**src/rtl/vending_pkg.sv**
```systemverilog
// Shared types for the multi-product vending controller.
// State encoding, coin_type / change_coin encodings and the coin value lookup.
package vending_pkg;

  typedef enum logic [1:0] {
    IDLE,
    VEND,
    CHANGE
  } state_t;

  typedef enum logic [1:0] {
    COIN_5   = 2'd0,
    COIN_10  = 2'd1,
    COIN_20  = 2'd2,
    COIN_BAD = 2'd3
  } coin_type_t;

  typedef enum logic {
    CHG_5  = 1'b0,
    CHG_10 = 1'b1
  } change_coin_t;

  // Coin value in 5 rs units; an invalid coin is worth nothing.
  function automatic logic [2:0] coin_units(input coin_type_t ct);
    case (ct)
      COIN_5:  return 3'd1;
      COIN_10: return 3'd2;
      COIN_20: return 3'd4;
      default: return 3'd0;
    endcase
  endfunction

endpackage

```
**src/rtl/vending_machine_multi_if.sv**
```systemverilog
// Front-end / actuator signal bundle for vending_machine_multi.
// slave : the controller (takes coins, keypad, restock, hopper ready; drives credit,
//         pulses, dispense and change handshake).
// master: the surrounding front end / actuators.
interface vending_machine_multi_if #(
  parameter int unsigned NUM_ITEMS = 4,
  parameter int unsigned CREDIT_W  = 6
);
  localparam int unsigned ITEM_W = (NUM_ITEMS > 1) ? $clog2(NUM_ITEMS) : 1;

  logic                coin_valid;
  logic [1:0]          coin_type;
  logic                sel_valid;
  logic [ITEM_W-1:0]   sel_item;
  logic                cancel;
  logic                restock_valid;
  logic [ITEM_W-1:0]   restock_item;
  logic                change_ready;
  logic [CREDIT_W-1:0] credit;
  logic                coin_reject;
  logic                vend_valid;
  logic [ITEM_W-1:0]   vend_item;
  logic                sold_out;
  logic                low_credit;
  logic                change_valid;
  logic                change_coin;
  logic                busy;

  modport slave (
    input  coin_valid, coin_type, sel_valid, sel_item, cancel,
           restock_valid, restock_item, change_ready,
    output credit, coin_reject, vend_valid, vend_item, sold_out,
           low_credit, change_valid, change_coin, busy
  );

  modport master (
    output coin_valid, coin_type, sel_valid, sel_item, cancel,
           restock_valid, restock_item, change_ready,
    input  credit, coin_reject, vend_valid, vend_item, sold_out,
           low_credit, change_valid, change_coin, busy
  );

endinterface

```
**src/rtl/vm_change_dispenser.sv**
```systemverilog
// Change/refund coin sequencer.
// load/value : capture the remainder (units) to pay out.
// active     : controller is in CHANGE; coins are offered only then.
// ready      : hopper accepts the offered coin.
// valid/coin : offered coin (CHG_10 while remainder >= 2, else CHG_5).
// pending    : remainder still nonzero.
// done       : this cycle's transfer empties the remainder.
module vm_change_dispenser
  import vending_pkg::*;
#(
  parameter int unsigned CREDIT_W = 6
) (
  input  logic                clk,
  input  logic                rst,
  input  logic                load,
  input  logic [CREDIT_W-1:0] value,
  input  logic                active,
  input  logic                ready,
  output logic                valid,
  output logic                coin,
  output logic                pending,
  output logic                done
);

  logic [CREDIT_W-1:0] remainder;
  logic [CREDIT_W-1:0] step;
  logic                take;

  // Outputs decode only the remainder register and the registered state,
  // so they stay stable until the hopper takes the coin.
  assign pending = (remainder != '0);
  assign valid   = active && pending;
  assign coin    = (valid && remainder >= CREDIT_W'(2)) ? CHG_10 : CHG_5;
  assign step    = (remainder >= CREDIT_W'(2)) ? CREDIT_W'(2) : CREDIT_W'(1);
  assign take    = valid && ready;
  assign done    = take && (remainder == step);

  always_ff @(posedge clk) begin
    if (!rst) begin
      remainder <= '0;
    end else if (load) begin
      remainder <= value;
    end else if (take) begin
      remainder <= remainder - step;
    end
  end

endmodule

```
**src/rtl/vending_machine_multi.sv**
```systemverilog
// Multi-product vending controller.
// clk, rst (sync, active-low) plus the vending_machine_multi_if slave bundle:
// coin/keypad/restock/hopper-ready in; credit, reject/vend/sold_out/low_credit
// pulses, change handshake and busy out.
module vending_machine_multi
  import vending_pkg::*;
#(
  parameter int unsigned NUM_ITEMS  = 4,
  parameter int unsigned CREDIT_W   = 6,
  // Item prices: item 0 = 3, item 1 = 3, item 2 = 2, item 3 = 4 (item 0 at LSBs).
  parameter logic [4*NUM_ITEMS-1:0] PRICES = {4'd4, 4'd2, 4'd3, 4'd3},
  parameter int unsigned STOCK_W    = 4,
  parameter int unsigned INIT_STOCK = 10,
  parameter int unsigned MAX_CREDIT = 20
) (
  input  logic                   clk,
  input  logic                   rst,
  vending_machine_multi_if.slave bus
);

  localparam int unsigned ITEM_W = (NUM_ITEMS > 1) ? $clog2(NUM_ITEMS) : 1;

  state_t              state, state_next;
  logic [CREDIT_W-1:0] credit, credit_next;
  logic [STOCK_W-1:0]  stock      [NUM_ITEMS];
  logic [STOCK_W-1:0]  stock_next [NUM_ITEMS];
  logic                coin_reject, coin_reject_next;
  logic                vend_valid, vend_valid_next;
  logic [ITEM_W-1:0]   vend_item, vend_item_next;
  logic                sold_out, sold_out_next;
  logic                low_credit, low_credit_next;
  logic                vend_take;

  logic                sel_ok;
  logic [STOCK_W-1:0]  sel_stock;
  logic [3:0]          sel_price;
  logic [CREDIT_W:0]   credit_sum;
  logic                coin_ok;

  logic                chg_load;
  logic [CREDIT_W-1:0] chg_value;
  logic                chg_valid, chg_coin, chg_pending, chg_done;

  vm_change_dispenser #(.CREDIT_W(CREDIT_W)) u_change (
    .clk     (clk),
    .rst     (rst),
    .load    (chg_load),
    .value   (chg_value),
    .active  (state == CHANGE),
    .ready   (bus.change_ready),
    .valid   (chg_valid),
    .coin    (chg_coin),
    .pending (chg_pending),
    .done    (chg_done)
  );

  // Looked-up stock/price of the selected item; out-of-range items match nothing
  // and are therefore reported as sold out.
  always_comb begin
    sel_ok    = 1'b0;
    sel_stock = '0;
    sel_price = '0;
    for (int unsigned i = 0; i < NUM_ITEMS; i++) begin
      if (bus.sel_item == ITEM_W'(i)) begin
        sel_ok    = 1'b1;
        sel_stock = stock[i];
        sel_price = PRICES[4*i +: 4];
      end
    end
  end

  assign credit_sum = {1'b0, credit} + (CREDIT_W+1)'(coin_units(coin_type_t'(bus.coin_type)));
  assign coin_ok    = (bus.coin_type != COIN_BAD) &&
                      (credit_sum <= (CREDIT_W+1)'(MAX_CREDIT));

  always_comb begin
    state_next       = state;
    credit_next      = credit;
    coin_reject_next = 1'b0;
    vend_valid_next  = 1'b0;
    vend_item_next   = vend_item;
    sold_out_next    = 1'b0;
    low_credit_next  = 1'b0;
    vend_take        = 1'b0;
    chg_load         = 1'b0;
    chg_value        = '0;
    case (state)
      IDLE: begin
        if (bus.cancel) begin
          coin_reject_next = bus.coin_valid;
          if (credit != '0) begin
            chg_load    = 1'b1;
            chg_value   = credit;
            credit_next = '0;
            state_next  = CHANGE;
          end
        end else if (bus.sel_valid) begin
          coin_reject_next = bus.coin_valid;
          if (!sel_ok || sel_stock == '0) begin
            sold_out_next = 1'b1;
          end else if ({1'b0, credit} < (CREDIT_W+1)'(sel_price)) begin
            low_credit_next = 1'b1;
          end else begin
            vend_take       = 1'b1;
            chg_load        = 1'b1;
            chg_value       = credit - CREDIT_W'(sel_price);
            credit_next     = '0;
            vend_valid_next = 1'b1;
            vend_item_next  = bus.sel_item;
            state_next      = VEND;
          end
        end else if (bus.coin_valid) begin
          if (coin_ok) begin
            credit_next = credit_sum[CREDIT_W-1:0];
          end else begin
            coin_reject_next = 1'b1;
          end
        end
      end
      VEND: begin
        coin_reject_next = bus.coin_valid;
        state_next       = chg_pending ? CHANGE : IDLE;
      end
      CHANGE: begin
        coin_reject_next = bus.coin_valid;
        if (chg_done) begin
          state_next = IDLE;
        end
      end
      default: state_next = IDLE;
    endcase
  end

  // Restock is applied after the vend decrement so it wins on a shared item.
  always_comb begin
    for (int unsigned i = 0; i < NUM_ITEMS; i++) begin
      stock_next[i] = stock[i];
      if (vend_take && bus.sel_item == ITEM_W'(i) && stock[i] != '0) begin
        stock_next[i] = stock[i] - STOCK_W'(1);
      end
      if (bus.restock_valid && bus.restock_item == ITEM_W'(i)) begin
        stock_next[i] = STOCK_W'(INIT_STOCK);
      end
    end
  end

  always_ff @(posedge clk) begin
    if (!rst) begin
      state       <= IDLE;
      credit      <= '0;
      coin_reject <= 1'b0;
      vend_valid  <= 1'b0;
      vend_item   <= '0;
      sold_out    <= 1'b0;
      low_credit  <= 1'b0;
      for (int unsigned i = 0; i < NUM_ITEMS; i++) begin
        stock[i] <= STOCK_W'(INIT_STOCK);
      end
    end else begin
      state       <= state_next;
      credit      <= credit_next;
      coin_reject <= coin_reject_next;
      vend_valid  <= vend_valid_next;
      vend_item   <= vend_item_next;
      sold_out    <= sold_out_next;
      low_credit  <= low_credit_next;
      for (int unsigned i = 0; i < NUM_ITEMS; i++) begin
        stock[i] <= stock_next[i];
      end
    end
  end

  assign bus.credit       = credit;
  assign bus.coin_reject  = coin_reject;
  assign bus.vend_valid   = vend_valid;
  assign bus.vend_item    = vend_item;
  assign bus.sold_out     = sold_out;
  assign bus.low_credit   = low_credit;
  assign bus.change_valid = chg_valid;
  assign bus.change_coin  = chg_coin;
  assign bus.busy         = (state != IDLE);

endmodule

```
**src/flat_wrapper.sv**
```systemverilog
// flat-port wrapper written by rule: the top's interface ports become plain ports
module vending_machine_multi_flat import vending_pkg::*;
#(
  parameter int unsigned NUM_ITEMS  = 4,
  parameter int unsigned CREDIT_W   = 6,
                                                                                  
  parameter logic [4*NUM_ITEMS-1:0] PRICES = {4'd4, 4'd2, 4'd3, 4'd3},
  parameter int unsigned STOCK_W    = 4,
  parameter int unsigned INIT_STOCK = 10,
  parameter int unsigned MAX_CREDIT = 20
)
  (clk, rst, bus_coin_valid, bus_coin_type, bus_sel_valid, bus_sel_item, bus_cancel, bus_restock_valid, bus_restock_item, bus_change_ready, bus_credit, bus_coin_reject, bus_vend_valid, bus_vend_item, bus_sold_out, bus_low_credit, bus_change_valid, bus_change_coin, bus_busy);
  vending_machine_multi_if #(.NUM_ITEMS(NUM_ITEMS), .CREDIT_W(CREDIT_W)) bus_i ();
  input  logic clk;
  input  logic rst;
  input wire logic [$bits(bus_i.coin_valid)-1:0] bus_coin_valid;
  input wire logic [$bits(bus_i.coin_type)-1:0] bus_coin_type;
  input wire logic [$bits(bus_i.sel_valid)-1:0] bus_sel_valid;
  input wire logic [$bits(bus_i.sel_item)-1:0] bus_sel_item;
  input wire logic [$bits(bus_i.cancel)-1:0] bus_cancel;
  input wire logic [$bits(bus_i.restock_valid)-1:0] bus_restock_valid;
  input wire logic [$bits(bus_i.restock_item)-1:0] bus_restock_item;
  input wire logic [$bits(bus_i.change_ready)-1:0] bus_change_ready;
  output wire logic [$bits(bus_i.credit)-1:0] bus_credit;
  output wire logic [$bits(bus_i.coin_reject)-1:0] bus_coin_reject;
  output wire logic [$bits(bus_i.vend_valid)-1:0] bus_vend_valid;
  output wire logic [$bits(bus_i.vend_item)-1:0] bus_vend_item;
  output wire logic [$bits(bus_i.sold_out)-1:0] bus_sold_out;
  output wire logic [$bits(bus_i.low_credit)-1:0] bus_low_credit;
  output wire logic [$bits(bus_i.change_valid)-1:0] bus_change_valid;
  output wire logic [$bits(bus_i.change_coin)-1:0] bus_change_coin;
  output wire logic [$bits(bus_i.busy)-1:0] bus_busy;
  assign bus_i.coin_valid = bus_coin_valid;
  assign bus_i.coin_type = bus_coin_type;
  assign bus_i.sel_valid = bus_sel_valid;
  assign bus_i.sel_item = bus_sel_item;
  assign bus_i.cancel = bus_cancel;
  assign bus_i.restock_valid = bus_restock_valid;
  assign bus_i.restock_item = bus_restock_item;
  assign bus_i.change_ready = bus_change_ready;
  assign bus_credit = bus_i.credit;
  assign bus_coin_reject = bus_i.coin_reject;
  assign bus_vend_valid = bus_i.vend_valid;
  assign bus_vend_item = bus_i.vend_item;
  assign bus_sold_out = bus_i.sold_out;
  assign bus_low_credit = bus_i.low_credit;
  assign bus_change_valid = bus_i.change_valid;
  assign bus_change_coin = bus_i.change_coin;
  assign bus_busy = bus_i.busy;
  vending_machine_multi #(.NUM_ITEMS(NUM_ITEMS), .CREDIT_W(CREDIT_W), .PRICES(PRICES), .STOCK_W(STOCK_W), .INIT_STOCK(INIT_STOCK), .MAX_CREDIT(MAX_CREDIT)) u_core (.clk(clk), .rst(rst), .bus(bus_i));
endmodule
```
**config.mk**
```make
export PLATFORM = sky130hd
export DESIGN_NAME = vending_machine_multi_flat
export DESIGN_NICKNAME = d
export VERILOG_FILES = /design/src/rtl/vending_pkg.sv /design/src/rtl/vending_machine_multi_if.sv /design/src/rtl/vm_change_dispenser.sv /design/src/rtl/vending_machine_multi.sv /design/src/flat_wrapper.sv
export SDC_FILE = /design/constraint.sdc
export NUM_CORES = 1
export LEC_CHECK = 0
export BUFFER_PORTS_ARGS = -buffer_cell sky130_fd_sc_hd__buf_4
export CORE_MARGIN = 2
export CORE_UTILIZATION = 40
export DETAILED_ROUTE_END_ITERATION = 7
export GPL_TIMING_DRIVEN = 0
export HOLD_SLACK_MARGIN = 0.02
export SETUP_SLACK_MARGIN = 0.2
export SLEW_MARGIN = 10
export SYNTH_ARGS = -nofsm -noshare
export SYNTH_HDL_FRONTEND = slang
export SYNTH_SLANG_ARGS = --single-unit
```
**constraint.sdc**
```tcl
create_clock -name clk -period 7.7 [get_ports clk]
set_clock_uncertainty 0.05 [all_clocks]
set_input_delay 1.54 -clock clk [delete_from_list [all_inputs] [get_ports clk]]
set_output_delay 1.54 -clock clk [all_outputs]
set_load 0.03 [all_outputs]
```
# Word level (Yosys, flattened, before mapping)
# Memories as Yosys holds them, arrays and structs flattened.
# Cells that the tools add are included.
[op_classes] add_sub_neg=7 n_lt_le_gt_ge=3 n_eq_ne=20 mux=67 bitwise_logic=10 n_reduce_logical=40
[ops] operator="2-to-1 mux 6 bit" count=15
[ops] operator="2-to-1 mux 4 bit" count=16
[ops] operator="2-to-1 mux 2 bit" count=11
[ops] operator="2-to-1 mux 1 bit" count=21
[ops] operator="logical AND 1 bit" count=17
[ops] operator="nonzero test 4 bit" count=4
[ops] operator="subtractor 4 x 1 -> 4 bit (second input constant)" count=4
[ops] operator="!= test 3 bit (second input constant)" count=5
[ops] operator="== test 2 bit (second input constant)" count=6
[ops] operator="nonzero test 6 bit" count=2
[ops] operator="AND reduction 5 bit" count=2
[ops] operator="one-hot mux 3 bit (3 select lines)" count=1
[ops] operator="== test 2 x 1 -> 1 bit (second input constant)" count=4
[ops] operator="zero test 2 bit" count=4
[ops] operator="adder 6 x 3 -> 7 bit" count=1
[ops] operator="<= comparator 7 x 5 -> 1 bit (second input constant)" count=1
[ops] operator="== test 6 x 2 -> 1 bit" count=1
[ops] operator=">= comparator 6 x 2 -> 1 bit (second input constant)" count=1
[ops] operator="< comparator 6 x 3 -> 1 bit" count=1
[ops] operator="inverter 1 bit" count=6
[ops] operator="one-hot mux 2 bit (3 select lines)" count=1
[ops] operator="AND reduction 6 bit" count=1
[ops] operator="nonzero test 3 bit" count=2
[ops] operator="subtractor 6 x 2 -> 6 bit" count=1
[ops] operator="other kinds (14)" count=19
[totals] ff_bits=20 ram_bits=16 input_bits=13 output_inout_bits=15 wordCells=156 mem_count=1
[mem_list] memory="u_core.stock" words=4 width=4 rd=4 rd_ports_with_merged_regs=0 write_ports=4 line_no="vending_machine_multi.sv:25" text="logic [STOCK_W-1:0] stock [NUM_ITEMS];"

# Longest topological paths before layout
[logic_depth] ltp_word=16 ltp_mapped=10

# Cells and area by module
# A second synthesis with hierarchy kept.
[hier_totals] hier_cells=307 hier_area_um2=2446.1
[modules_own_cells] module="vending_machine_multi" n_inst=1 cells_per_inst=249 area_per_inst_um2=2016.9
[modules_own_cells] module="vm_change_dispenser" n_inst=1 cells_per_inst=58 area_per_inst_um2=429.2

# Worst setup path after synthesis
# No wires, ideal clock.
[synth_path] path_type="input port to flip-flop" start="in bus_sel_item[0]" end="reg u_core.state[1]" arrival_ps=3586 required_ps=7564 setup_slack_ps=3978 cell_stages=9 n_path_buf=0 path_cell_list="and2_1 > inv_1 > fa_1 > and2b_2 > o31ai_4 > nor4bb_4 > or2b_1 > a31o_1 > a211oi_1"
[synth_between] elab_chain_len=9 word_cells_on_any_way=23 cone_classes="1 x order compare; 5 x eq/ne; 12 x mux; 5 x reduce/logical"
[synth_lines] item="start: declaration" line_no="flat_wrapper.sv:19" text="input wire logic [$bits(bus_i.sel_item)-1:0] bus_sel_item;"
[synth_lines] item="parallel branches: the longest is 8 deep, another holds < comparator 6 x 3 -> 1 bit"
[synth_lines] item="AND reduction 5 bit (no source line) *"
[synth_lines] item="end signal: assignment" line_no="vending_machine_multi.sv:160" text="state <= state_next;"
[synth_lines] item="end: declaration" line_no="vending_machine_multi.sv:23" text="state_t state, state_next;"
# Every way passes the cells marked *.
# A chain may end at the register's enable or synchronous reset.

==> results.cfg <==
[global_route]
grt_start_max_net_pins = 12
antenna_found_initial = 0
grt_pass1_vias = 1965
overflow = 0
grtUsageTotal_pct = 18.08
grt_first_pass_wirelength_um = 9446

[finish]
seq_area_um2 = 720.7
drive_above_1_share_pct = 18.01
area_delta_synth_final_pct = 16.47
fin_util_pct = 48.27
nets = 353
fillers = 613
multiInputGateArea_um2 = 1568
postLayoutCellArea_um2 = 2858
final_cell_mix = dfxtp_1, nor2_1, buf_4
final_common_cell = dfxtp_1
num_antenna_cells = 0

[min_path]
hold_class = reg2reg
hold_start = u_core.stock[0][7]
hold_path_depth = 2
holdPathEnd = u_core.stock[0][7]

[floorplan]
core_area_um2 = 5921
die_width_um = 82.32
die-area_um2 = 6777
num_rows = 28
initial_core_util_pct = 41.44
ios = 28
fp.dieH_um = 82.32

[cts]
cts_setup_buffers = 0
cts_sinks = 36
cts_resized = 0
cts_buffers = 5
clock_latency_ns = 0.29
cts-root-buf = clkbuf_8
path_clk_slew_ns = 0.08
clockBufferDepth = 2
cts_tree = done
cts_max_level = 2
ctsHoldBuffers = 0

[synthesis]
async_flop_share_pct = 0
synth_ff_type = dfxtp_1
yosysSeqAreaShare_pct = 29.37
syn_nets = 319
ys_seq_elements = 36
synth_edf_count = 0
avgSynthCellArea_um2 = 8.549
ys_warn_count = 0
ys_types = 66
syn_area_um2 = 2454
synth_cells = 287

[sta]
hold_slack_ns = 0.4009
fin_tns_setup_ns = 0
grt_setup_unrepaired = no
setup_viol = 0
fmax_mhz = 259.0
setup_ws_ns = 3.838
final_hold_viol_count = 0
tightest_slew_ns = 0.5851
fin_crit_sh_pct = 50.15
period_minus_slack_ns = 3.862
timing.final.max_slew_violations = 0
slew_headroom_pct = 60.99

[routing]
wl_um = 5691
vias = 2148
drtIter0Drc = 162
via_per_inst = 5.411
drt-pass1-iter-count = 4
route.detailed.drc = 0
wl_per_cell_um = 14.34
antenna_left = 0

[placed_design]
placed_area_um2 = 2750
dp_slack_ns = 3.526
io_buffers = 27
hpwl_um = 4318
gp_congestion = 0.7984

[run_status]
outcome = complete, no violations

[power_and_ir_drop]
power_density_nw_per_um2 = 177.8
irDropWorstVdd_uv = 84.65
leakage_nw = 1.234

[setup_path]
worstSetupPathType = in2reg
cpPeakStageDelay_ns = 0.48
cp_max_fo = 10
crit_slowest_cell = nor4bb_4
timing.rr.end = u_core.stock[0][15]
r2r-start = u_core.bus.credit[0]
crit_required_ns = 7.83
rrSetupSlack_ns = 4.71
crit_path_start_kind = input port
cp_cell_sequence = buf_4 > and2_1 > inv_1 > fa_1 > and2b_2 > o31ai_4 > nor4bb_4 > buf_6 > nand3_1 > o41ai_1 > nand2_1
endpoint_kind = flop
reg2regPathDepth = 10
startpoint = bus_sel_item[0]
cp.arrival_ns = 3.99

[flow_run]
drv_cap = 0
cells by family after synthesis:
| family | share of synthesized area [%] |
|---|---|
| simple gates | 23.25 |
| compound gates | 23.87 |
| flops | 29.37 |
| buf+inv | 6.731 |
| fa+ha+maj | 10.61 |
| xor+xnor | 5.355 |
| mux | 0.8159 |
layer usage:
layer / GRT usage, % / part of all wire [%]
met1: 24.60 / 49
met4: 5.500 / 1.2
met3: 3.370 / 4.5
met2: 28.95 / 45
met5: 0 / 0
stage by stage:
stage | power (mW) | cells
after floorplan | 0.3071 | 287
after global placement | 0.3472 | 389
after detailed placement | 0.3463 | 389
after CTS | 0.5148 | 397
after global routing | 0.5438 | 397
final | 0.5080 | 397
synth_stat cells (all sizes together) (3+ instances only):
library cell | number | area, um2
a211oi | 5 | 37.54
a21o | 3 | 23.77
a21oi | 16 | 83.83
a221oi | 3 | 26.28
a22o | 4 | 36.29
and2 | 5 | 31.28
buf | 3 | 27.52
clkbuf | 6 | 46.30
dfxtp | 36 | 720.7
fa | 3 | 60.06
ha | 16 | 200.2
inv | 23 | 86.33
nand2 | 26 | 97.59
nand3 | 11 | 55.05
nand4 | 5 | 31.28
nor2 | 30 | 112.6
nor2b | 6 | 37.54
nor3 | 3 | 15.01
o211ai | 3 | 22.52
o21ai | 10 | 50.04
o2bb2ai | 3 | 26.28
o41ai | 3 | 33.79
or3 | 3 | 18.77
or4 | 4 | 30.03
xnor2 | 7 | 61.31
xor2 | 8 | 70.07
where the power goes:
group | total [mW] | internal, mW | switching (mW)
clock | 0.166 | 0.0961 | 0.0695
combinational | 0.142 | 0.0564 | 0.0860
sequential | 0.200 | 0.193 | 0.00666
state kept, by name, indices dropped and copies added (netlist names):
name                       flops
u_core.bus.credit              6
u_core.state                   2
u_core.bus.sold_out            1
u_core.bus.vend_valid          1
u_core.bus.coin_reject         1
u_core.stock                  16
u_core.bus.vend_item           2
u_core.u_change.remainder      6
u_core.bus.low_credit          1
worst max-delay path by stage:
stage                               end
floorplan               u_core.state[1]
finish              u_core.stock[0][15]
detailed placement  u_core.stock[0][15]
global placement     u_core.stock[0][7]
CTS                 u_core.stock[0][15]
global route         u_core.stock[0][7]
worst max-delay path: cells and delay by family:
kind,cells,cell delay [ns]
AND/OR/NAND/NOR,5,1.20
adder cells (fa/ha/maj),1,0.42
buffers and inverters,3,0.42
AO/OA/AOI/OAI,2,0.38
cell type report:
| class | instances | area share, % |
|---|---|---|
| plain buffers | 9 | 2.583 |
| clock buffers | 6 | 2.539 |
| clock inverters | 2 | 1.226 |
| inverters | 24 | 3.196 |
| multi-input cells | 218 | 54.86 |
| flip-flops and latches | 36 | 25.22 |
| well taps | 75 | 3.284 |
| repair buffers | 27 | 7.093 |
No activity file was read; power rests on OpenSTA's default activity.
